**config.mk**
```make
export PLATFORM = sky130hd
export DESIGN_NAME = key_debounce_latch8
export DESIGN_NICKNAME = d
export VERILOG_FILES = /design/src/rtl/key_debounce_latch8.sv
export SDC_FILE = /design/constraint.sdc
export NUM_CORES = 1
export LEC_CHECK = 0
export BUFFER_PORTS_ARGS = -buffer_cell sky130_fd_sc_hd__buf_2
export CORE_ASPECT_RATIO = 0.7
export CORE_UTILIZATION = 57
export DETAILED_ROUTE_END_ITERATION = 12
export PLACE_DENSITY = 0.78
export SETUP_SLACK_MARGIN = 0.1
export SYNTH_ARGS = -nofsm -noshare
export SYNTH_HDL_FRONTEND = slang
export SYNTH_SLANG_ARGS = --single-unit
```
**constraint.sdc**
```tcl
create_clock -name clk -period 1.45 [get_ports clk]
set_input_delay 0.0725 -clock clk [delete_from_list [all_inputs] [get_ports clk]]
set_output_delay 0.0725 -clock clk [all_outputs]
set_load 0.02 [all_outputs]
```
**src/rtl/key_debounce_latch8.sv**
```systemverilog
// Eight-line key front end: 2-flop sync, per-line debounce, press latch and
// priority one-hot offer with valid/ack handshake toward the priority encoder.
//
// state   | meaning
// --------+-----------------------------------------------------------
// S_IDLE  | nothing offered; picks highest pending press next cycle
// S_OFFER | req holds a frozen one-hot press, waiting for ack
module key_debounce_latch8 #(
    parameter int DEB_CYCLES = 16,
    parameter int CNT_W      = 5
) (
    input  logic       clk,
    input  logic       rst_n,
    input  logic [7:0] raw,
    input  logic       ack,
    input  logic       clr,
    output logic [7:0] req,
    output logic       valid,
    output logic [7:0] level,
    output logic [7:0] pend,
    output logic       dropped
);

    typedef enum logic {S_IDLE, S_OFFER} state_t;

    localparam logic [CNT_W-1:0] CNT_TC = CNT_W'(DEB_CYCLES - 1);

    state_t           state, state_nx;
    logic [7:0]       s1, s2;
    logic [CNT_W-1:0] cnt    [8];
    logic [CNT_W-1:0] cnt_nx [8];
    logic [7:0]       level_nx, rise, sel, take;
    logic [7:0]       pend_nx, req_nx;
    logic             valid_nx, dropped_nx;

    always_ff @(posedge clk or negedge rst_n) begin
        if (!rst_n) begin
            s1    <= '0;
            s2    <= '0;
            level <= '0;
            for (int i = 0; i < 8; i++) cnt[i] <= '0;
        end else begin
            s1    <= raw;
            s2    <= s1;
            level <= level_nx;
            for (int i = 0; i < 8; i++) cnt[i] <= cnt_nx[i];
        end
    end

    // Counter restarts whenever the line agrees with its debounced level.
    always_comb begin
        level_nx = level;
        for (int i = 0; i < 8; i++) begin
            cnt_nx[i] = '0;
            if (s2[i] != level[i]) begin
                if (cnt[i] == CNT_TC) level_nx[i] = s2[i];
                else                  cnt_nx[i]   = cnt[i] + 1'b1;
            end
        end
    end

    assign rise = level_nx & ~level;

    always_comb begin
        sel = '0;
        for (int i = 0; i < 8; i++) begin
            if (pend[i]) sel = 8'(1) << i;
        end
    end

    always_ff @(posedge clk or negedge rst_n) begin
        if (!rst_n) begin
            state   <= S_IDLE;
            req     <= '0;
            valid   <= 1'b0;
            pend    <= '0;
            dropped <= 1'b0;
        end else begin
            state   <= state_nx;
            req     <= req_nx;
            valid   <= valid_nx;
            pend    <= pend_nx;
            dropped <= dropped_nx;
        end
    end

    // A press on the key being acked merges into the fresh bit, not a drop.
    always_comb begin
        state_nx = state;
        req_nx   = req;
        valid_nx = valid;
        take     = '0;
        case (state)
            S_IDLE: begin
                if (pend != '0) begin
                    req_nx   = sel;
                    valid_nx = 1'b1;
                    state_nx = S_OFFER;
                end
            end
            S_OFFER: begin
                if (ack) begin
                    take     = req;
                    req_nx   = '0;
                    valid_nx = 1'b0;
                    state_nx = S_IDLE;
                end
            end
            default: state_nx = S_IDLE;
        endcase
        pend_nx    = (pend & ~take) | rise;
        dropped_nx = dropped | (|(rise & pend & ~take));
        if (clr) begin
            state_nx   = S_IDLE;
            req_nx     = '0;
            valid_nx   = 1'b0;
            pend_nx    = '0;
            dropped_nx = 1'b0;
        end
    end

endmodule
```
# After elaboration in Yosys (flattened, before gate mapping)
# Index checks and enable logic that the tools add are counted.
word_totals:
  input_bits: 12
  output_inout_bits: 26
  elab_cells: 110
  ff_bits: 83
op_classes:
  add_sub_neg: 8
  bitwise: 9
  muxes: 56
  eq_ne: 18
  n_reduce_logical: 3
ops:
  columns: ["operator", "n"]
  rows:
  - ["$mux W8", 13]
  - ["$mux W5", 16]
  - ["$add A5 B1 Y5 const B", 8]
  - ["$eq A5 B4 Y1 const B", 8]
  - ["$and A8 B8 Y8", 4]
  - ["$mux W1", 24]
  - ["$not A8 Y8", 2]
  - ["$pmux W8 S2", 1]
  - ["$ne A1 B1 Y1", 8]
  - ["$or A8 B8 Y8", 1]
  - ["$reduce_bool A8 Y1", 1]
  - ["$reduce_or A8 Y1", 1]
  - ["$ne A3 B3 Y1 const B", 2]
  - ["$pmux W1 S2", 2]
  - ["$reduce_and A2 Y1", 1]
  - ["$not A1 Y1", 1]
  - ["$or A1 B1 Y1", 1]

# Longest topological paths before layout
# Gate-level depths: netlist (run 1).
logic_depth:
  word_depth: 11
  depth_mapped: 5
  ltp_nobuf: 5

# Worst setup path after synthesis (run 1)
# Ideal clock, no wire load.
synth_timing:
  path_kind: "reg-to-reg"
  start: "reg pend[5]"
  end: "reg req[1]"
  arrival_time_ps: 1344
  synth_period_minus_slack_ps: 1411
  slack_ps: 39
  stages_incl_launch_ff: 5
  required_time_ps: 1384
  cell_sequence: "dfrtp_1 -> nor4_2 -> a31oi_1 -> nor2_2 -> a22o_1"
synth_between:
  elab_chain_cells: 6
  elab_cells_between_ends: 9
synth_lines:
  columns: ["item", "line", "source"]
  rows:
  - ["from (decl)", "20", "output logic [7:0] pend,"]
  - ["from (signal assigned)", "82", "pend <= pend_nx;"]
  - ["$mux W8 (3 in a row)", "67", "if (pend[i]) sel = 8'(1) << i;"]
  - ["$mux W8", "95", "if (pend != '0) begin"]
  - ["$pmux W8 S2", "93", "case (state)"]
  - ["$mux W8", "113", "if (clr) begin"]
  - ["to (signal assigned)", "80", "req <= req_nx;"]
  - ["to (decl)", "17", "output logic [7:0] req,"]
# Parallel ways exist; a longest one is shown, timed or not. The select of a mux whose other input is x is not followed.
# A chain may end at the register's enable or synchronous reset.

# Worst setup path in the final report (run 1)
layout_timing:
  start: "reg pend[6]"
  end: "reg req[1]"
layout_between:
  elab_chain_cells: 5
  elab_cells_between_ends: 8
layout_lines:
  columns: ["item", "line"]
  rows:
  - ["$mux W8 (2 in a row)", "67"]
  - ["$mux W8", "95"]
  - ["$pmux W8 S2", "93"]
  - ["$mux W8", "113"]
# Parallel ways exist; a longest one is shown, timed or not. The select of a mux whose other input is x is not followed.

==> results.md, run 1 <==
* Final WL at 6901 um
* Final setup violation count at 0
* Fin util at 76.49%
* Arrival @ worst endpoint at 1670 ps
* Die width at 93.98 um
* Mapped Area at 3376 sq um
* Ant diodes at 0
* Worst min-delay path class: in2reg
* Chip height at 66.39 um
* Number of port buffers at 37
* Inst Count DP at 405
* Gpl congestion at 0.8851
* GR Util All Layers at 25.46%
* Die area at 6239 sq um
* Max-slew violation count at 0
* CTS sink cnt at 83
* Cts bufs inserted at 9
* Final Cell Area at 4380 sq um
* Fmax at 720.2 MHz
* Design Power at 4.742 mW
* Drt first pass iters at 6
* Vias/cell at 5.377
* CP Launch Type: flop
* Initial antenna violation count at 0
* CTS tree: built
* Area leader, netlist: dfrtp_1
* Final setup TNS at 0 ps
* Period Utilization, post-route at 95.76%
* WL/cell at 15.23 um
* Layout Area Growth over Synthesis at 29.76%
* First-pass GRT wire length at 11,370 um
* Final Hold Vio Count at 0
* Slowest stage delay, CP at 440 ps
* Clock Tree Buf Depth at 2
* Most common cell after layout, fill and taps aside: dfrtp_1
* Starting density of the core at 58.95%
* Worst vdd ir at 0.6898 mV
* Synth Net Count at 300
* Largest net degree at the start of global routing at 31
* Vias in the first global route at 2,420
* Nets at 393
* # rows at 23
* Distinct cells, synth at 34
* Final Hold Slack at 82.28 ps
* IO Count at 38
* Reg clk slew, reported paths at 80 ps
* Worst Setup Slack post-DPL at 27.75 ps
* P_leak at 2.231 nW
* CTS H-tree depth at 3
* Cells after synthesis at 280
* CP required at 1730 ps
* Unrepaired setup endpoints after global routing: true
* # Max-Cap Violations at 0
* Fin cells at 453
* Post-Place Cell Area at 3801 sq um
* Sequential element share of the synthesized area at 61.53%
* Status: finished clean
* Leading cell types in the layout, fill and taps excluded: dfrtp_1 (78), buf_4 (39), buf_2 (36)
* Ordered cell list for the critical path: nor4_4 -> a31oi_2 -> nor2_4 -> a22o_1
* Top area cells in the synthesized netlist: dfrtp_1 (62%), xor2_1 (5.4%), nor2_1 (3.8%)
* Setup CP Type: reg2reg
* Power density cells at 1083 nW/um^2
* Clock insertion delay at the later pin of the skew report at 350 ps
* Antenna-violating nets left at 0
* Worst-path fanout max at 7
* Worst Skew at 6.911 ps
* Slew headroom at 70.23%
* GRT overflow at 0
* Crit. End Element: flop
* Iter 0 DRT Violations at 88
* Worst slew pin tran at 443.3 ps
* Clock root cell: clkbuf_8
* Slowest CP cell: dfrtp_2
* Tmin final at 1388 ps
* Overall via count from detail_route at 2,436
* Synth Area per Inst at 12.06 sq um
* Final worst slack at 61.54 ps
* Hpwl dp at 4730 um
* Post-synth top area share at 61.53%
* Layout cells sized above 1 at 31.48%
* Synth Register Bits at 83
* YS warnings at 0
* Core Region at 5727 sq um
* Drt drc at 0
[critical path, delay by kind of cell, from the launching register on]
family,cells,cell delay (ps)
AO/OA/AOI/OAI,2,330
AND/OR/NAND/NOR,2,540
flip-flops,1,440
[power breakdown]
part	switching, mW	internal, mW
Sequential	0.0600	2.39
Clock	0.801	1.19
Combinational	0.156	0.142
[layout make-up]
type                            instances  area [sq um]
Clock inverter                          6         111.4
Clock buffer                           10         137.6
Tap cell                               75         93.84
Multi-Input combinational cell        183          1330
Sequential cell                        83          2083
Fill cell                             387          1346
Timing Repair Buffer                   85         583.1
Inverter                               11         41.29
[synthesized netlist by cell type]
cell type,count
dfrtp_1,83
nor2_1,34
nand3_1,23
xor2_1,21
inv_1,11
nor2b_1,10
a22oi_1,8
and4b_1,8
ha_1,8
mux2_1,8
o21ai_1,8
and2_1,7
and3_1,7
nand4_1,6
nand2_1,5
a21oi_1,4
a32o_1,4
a22o_1,3
nor3_1,3
a31oi_1,2
buf_2,2
nor4_2,2
xnor2_1,2
a211oi_1,1
a2bb2oi_1,1
a41oi_1,1
and4_1,1
clkbuf_1,1
nand3b_1,1
nand4b_1,1
nor2_2,1
nor3_2,1
nor4_1,1
o2111a_1,1
[per-layer routing]
metal	GRT usage (%)	vias to the layer above	share of wire, %
met4	10.00	0	1.9
met5	0	-	0
met2	41.61	57	48
met1	31.79	1191	46
li1	-	1175	-
met3	8.046	13	4.3
[state kept, by name (all words and copies together) (netlist names)]
name,cells
level,8
state,1
s1,8
pend,8
cnt,40
valid,1
req,8
dropped,1
s2,8
[repair_timing]
action | CTS | global route
pin swaps | 18 | 13
hold endpoints to repair | 91 | 0
hold buffers | 9 | 0
setup endpoints to repair | 8 | 14
buffers inserted | 21 | 4
resized for setup | 13 | 7
[path summary, 6_finish.rpt]
check | from | end | slack [ps] | cells past startpoint
max | pend[6] | req[1] | 60 | 4
min | ack | state | 80 | 2
max in group asynchronous | rst_n | pend[6] | 750 | 3
min in group asynchronous | rst_n | cnt[25] | 160 | 2
max reg2reg | pend[6] | req[1] | 60 | 4
min reg2reg | s1[5] | s2[5] | 350 | 0
[logic make-up after synthesis]
family,synth area share (%)
buffers and inverters,1.631
xor gates and xnor gates,5.968
muxes,2.669
adders and majority gates,2.965
and+or+nand+nor,18.27
AOI/OAI and AO/OA,6.969
DFF,61.53
Note: power is estimated with default switching activity, not from simulation.
==> run 2: changes to the inputs <==
--- a/config.mk
+++ b/config.mk
@@ -5,11 +5,11 @@
 export SDC_FILE = /design/constraint.sdc
 export NUM_CORES = 1
 export LEC_CHECK = 0
-export BUFFER_PORTS_ARGS = -buffer_cell sky130_fd_sc_hd__buf_2
 export CORE_ASPECT_RATIO = 0.7
-export CORE_UTILIZATION = 57
+export CORE_UTILIZATION = 60
 export DETAILED_ROUTE_END_ITERATION = 12
-export PLACE_DENSITY = 0.78
+export DONT_BUFFER_PORTS = 1
+export PLACE_DENSITY = 0.76
 export SETUP_SLACK_MARGIN = 0.1
 export SYNTH_ARGS = -nofsm -noshare
 export SYNTH_HDL_FRONTEND = slang
==> run 2 against run 1 <==
- critical path type unchanged
- setup slack worse by 35 ps
- sequential power is essentially flat
- power fell by 2.5%
- the flow now finishes with violations (hold timing)
- maximum frequency decreased by 2.4%
- routed wire length decreased by 7.7%
==> results.md, run 2 (synthesis results as in run 1) <==
* Final Cell Area at 4040 sq um (was 4380 sq um)
* Failing checks: hold timing
* Post-Place Cell Area at 3627 sq um (was 3801 sq um)
* Arrival @ worst endpoint at 1710 ps (was 1670 ps)
* # rows at 22 (was 23)
* Most common cell after layout, fill and taps aside: dfrtp_1 (unchanged)
* Max-slew violation count at 0 (unchanged)
* CTS sink cnt at 83 (unchanged)
* Antenna-violating nets left at 0 (unchanged)
* # Max-Cap Violations at 0 (unchanged)
* Worst min-delay path class: in2async (was in2reg)
* Period Utilization, post-route at 98.15% (was 95.76%)
* Die width at 91.65 um (was 93.98 um)
* CP required at 1730 ps (about the same)
* Drt first pass iters at 4 (was 6)
* GRT overflow at 0 (unchanged)
* Clock insertion delay at the later pin of the skew report at 350 ps (about the same)
* Reg clk slew, reported paths at 80 ps (about the same)
* Chip height at 64.76 um (was 66.39 um)
* Largest net degree at the start of global routing at 84 (was 31)
* Pint at 3.678 mW (was 3.725 mW)
* Largest Register: cnt (unchanged)
* Final Hold Vio Count at 95 (was 0)
* Status: complete, but fails checks (was finished clean)
* Worst vdd ir at 0.6385 mV (was 0.6898 mV)
* Nets at 341 (was 393)
* Worst Skew at 8.795 ps (was 6.911 ps)
* Final Hold Slack at -591.7 ps (was 82.28 ps)
* P_leak at 1.974 nW (was 2.231 nW)
* Layout Area Growth over Synthesis at 19.68% (was 29.76%)
* Sw Ratio at 20.43% (was 21.46%)
* Hpwl dp at 4274 um (was 4730 um)
* Overall via count from detail_route at 2,231 (was 2,436)
* Final WL at 6367 um (was 6901 um)
* Iter 0 DRT Violations at 128 (was 88)
* Fin util at 75.66% (was 76.49%)
* P_sw at 944.2 uW (was 1.018 mW)
* First-pass GRT wire length at 10,350 um (was 11,370 um)
* Ant diodes at 0 (unchanged)
* Cts bufs inserted at 9 (unchanged)
* Worst slew pin tran at 423.3 ps (was 443.3 ps)
* Vias/cell at 5.606 (was 5.377)
* Setup CP Type: reg2reg (unchanged)
* Final setup violation count at 0 (unchanged)
* Layout cells sized above 1 at 18.71% (was 31.48%)
* Crit. End Element: flop (unchanged)
* Fmax at 702.6 MHz (was 720.2 MHz)
* Starting density of the core at 63.21% (was 58.95%)
* Number of port buffers at 0 (was 37)
* Drt drc at 0 (unchanged)
* CTS H-tree depth at 3 (unchanged)
* Unrepaired setup endpoints after global routing: true (unchanged)
* CP Launch Type: flop (unchanged)
* Initial antenna violation count at 0 (unchanged)
* Worst-path fanout max at 2 (was 7)
* WL/cell at 16.00 um (was 15.23 um)
* Final setup TNS at 0 ps (unchanged)
* Power density cells at 1144 nW/um^2 (was 1083 nW/um^2)
* Sequential power share at 53.0% (was 51.6%)
* Core Region at 5340 sq um (was 5727 sq um)
* Leading cell types in the layout, fill and taps excluded: dfrtp_1 (79), nor2_1 (34), buf_4 (25) (was dfrtp_1 (78), buf_4 (39), buf_2 (36))
* CTS Hold Bufs at 8 (was 9)
* Comb power frac at 3.9% (was 6.3%)
* Gpl congestion at 0.8352 (was 0.8851)
* Die area at 5935 sq um (was 6239 sq um)
* Clock root cell: clkbuf_8 (unchanged)
* Clk pwr share at 43.1% (was 42.1%)
* GR Util All Layers at 23.57% (was 25.46%)
* IO Count at 38 (unchanged)
* Slew headroom at 71.57% (was 70.23%)
* Tmin final at 1423 ps (was 1388 ps)
* Vias in the first global route at 2,174 (was 2,420)
* Max reg flops at 40 (unchanged)
* CTS tree: built (unchanged)
* Clock Tree Buf Depth at 2 (unchanged)
run 2: critical path: stages, from the launching register on:
cell and delay (ps):
dfrtp_1 380, ha_2 180, and4b_1 200, nand3b_1 150, o2111a_1 320, a21oi_2 130
run 2: layout make-up:
| cell class | instances | area [sq um] |
|---|---|---|
| sequential | 83 | 2082 |
| clock buffer | 10 | 137.6 |
| clock inverter | 6 | 112.6 |
| multi-input combinational | 183 | 1309 |
| inverter | 11 | 41.29 |
| fill | 349 | 1300 |
| timing repair buffer | 33 | 267.8 |
| tap | 72 | 90.09 |
run 2: worst paths after layout:
kind | to | cells after the start | startpoint | slack [ps]
hold reg to reg | s2[4] | 0 | s1[4] | 350
setup / recovery | dropped | 5 | cnt[20] | 30
hold / removal | s1[1] | 0 | rst_n | -590
max in group asynchronous | pend[1] | 0 | rst_n | 1910
min in group clk | dropped | 1 | clr | -230
setup reg to reg | dropped | 5 | cnt[20] | 30
run 2: routing by layer:
metal	track usage, %	routed length [um]	vias up
met1	30.87	3031	1106
met2	37.22	2880	42
met5	0	0	-
met4	7.937	74	0
met3	8.099	382	10
li1	-	-	1073
run 2: timing repair:
| item | in CTS | in global routing |
|---|---|---|
| pin swaps | 9 | 1 |
| setup endpoints to repair | 9 | 13 |
| hold endpoints to repair | 104 | 96 |
| resized for setup | 2 | 10 |
| setup buffers | 4 | 1 |
run 2: per-stage QoR:
stage	instances	setup slack, ps	power [mW]	hold slack, ps
after CTS	397	37.81	4.642	-603.7
after global routing	398	-43.90	4.796	-619.9
after floorplan	280	85.72	2.606	-223.1
after detailed placement	369	-62.03	2.640	-221.2
final	398	26.76	4.622	-591.7
after global placement	369	-33.32	2.628	-221.0
run 2: power by group through the flow:
| stage | clock, mW | sequential [mW] | combinational [mW] |
|---|---|---|---|
| floorplan | 0 | 2.48 | 0.126 |
| global placement | 0 | 2.49 | 0.139 |
| detailed placement | 0 | 2.49 | 0.147 |
| CTS | 2.02 | 2.45 | 0.173 |
| global route | 2.13 | 2.46 | 0.210 |
| finish | 1.99 | 2.45 | 0.181 |
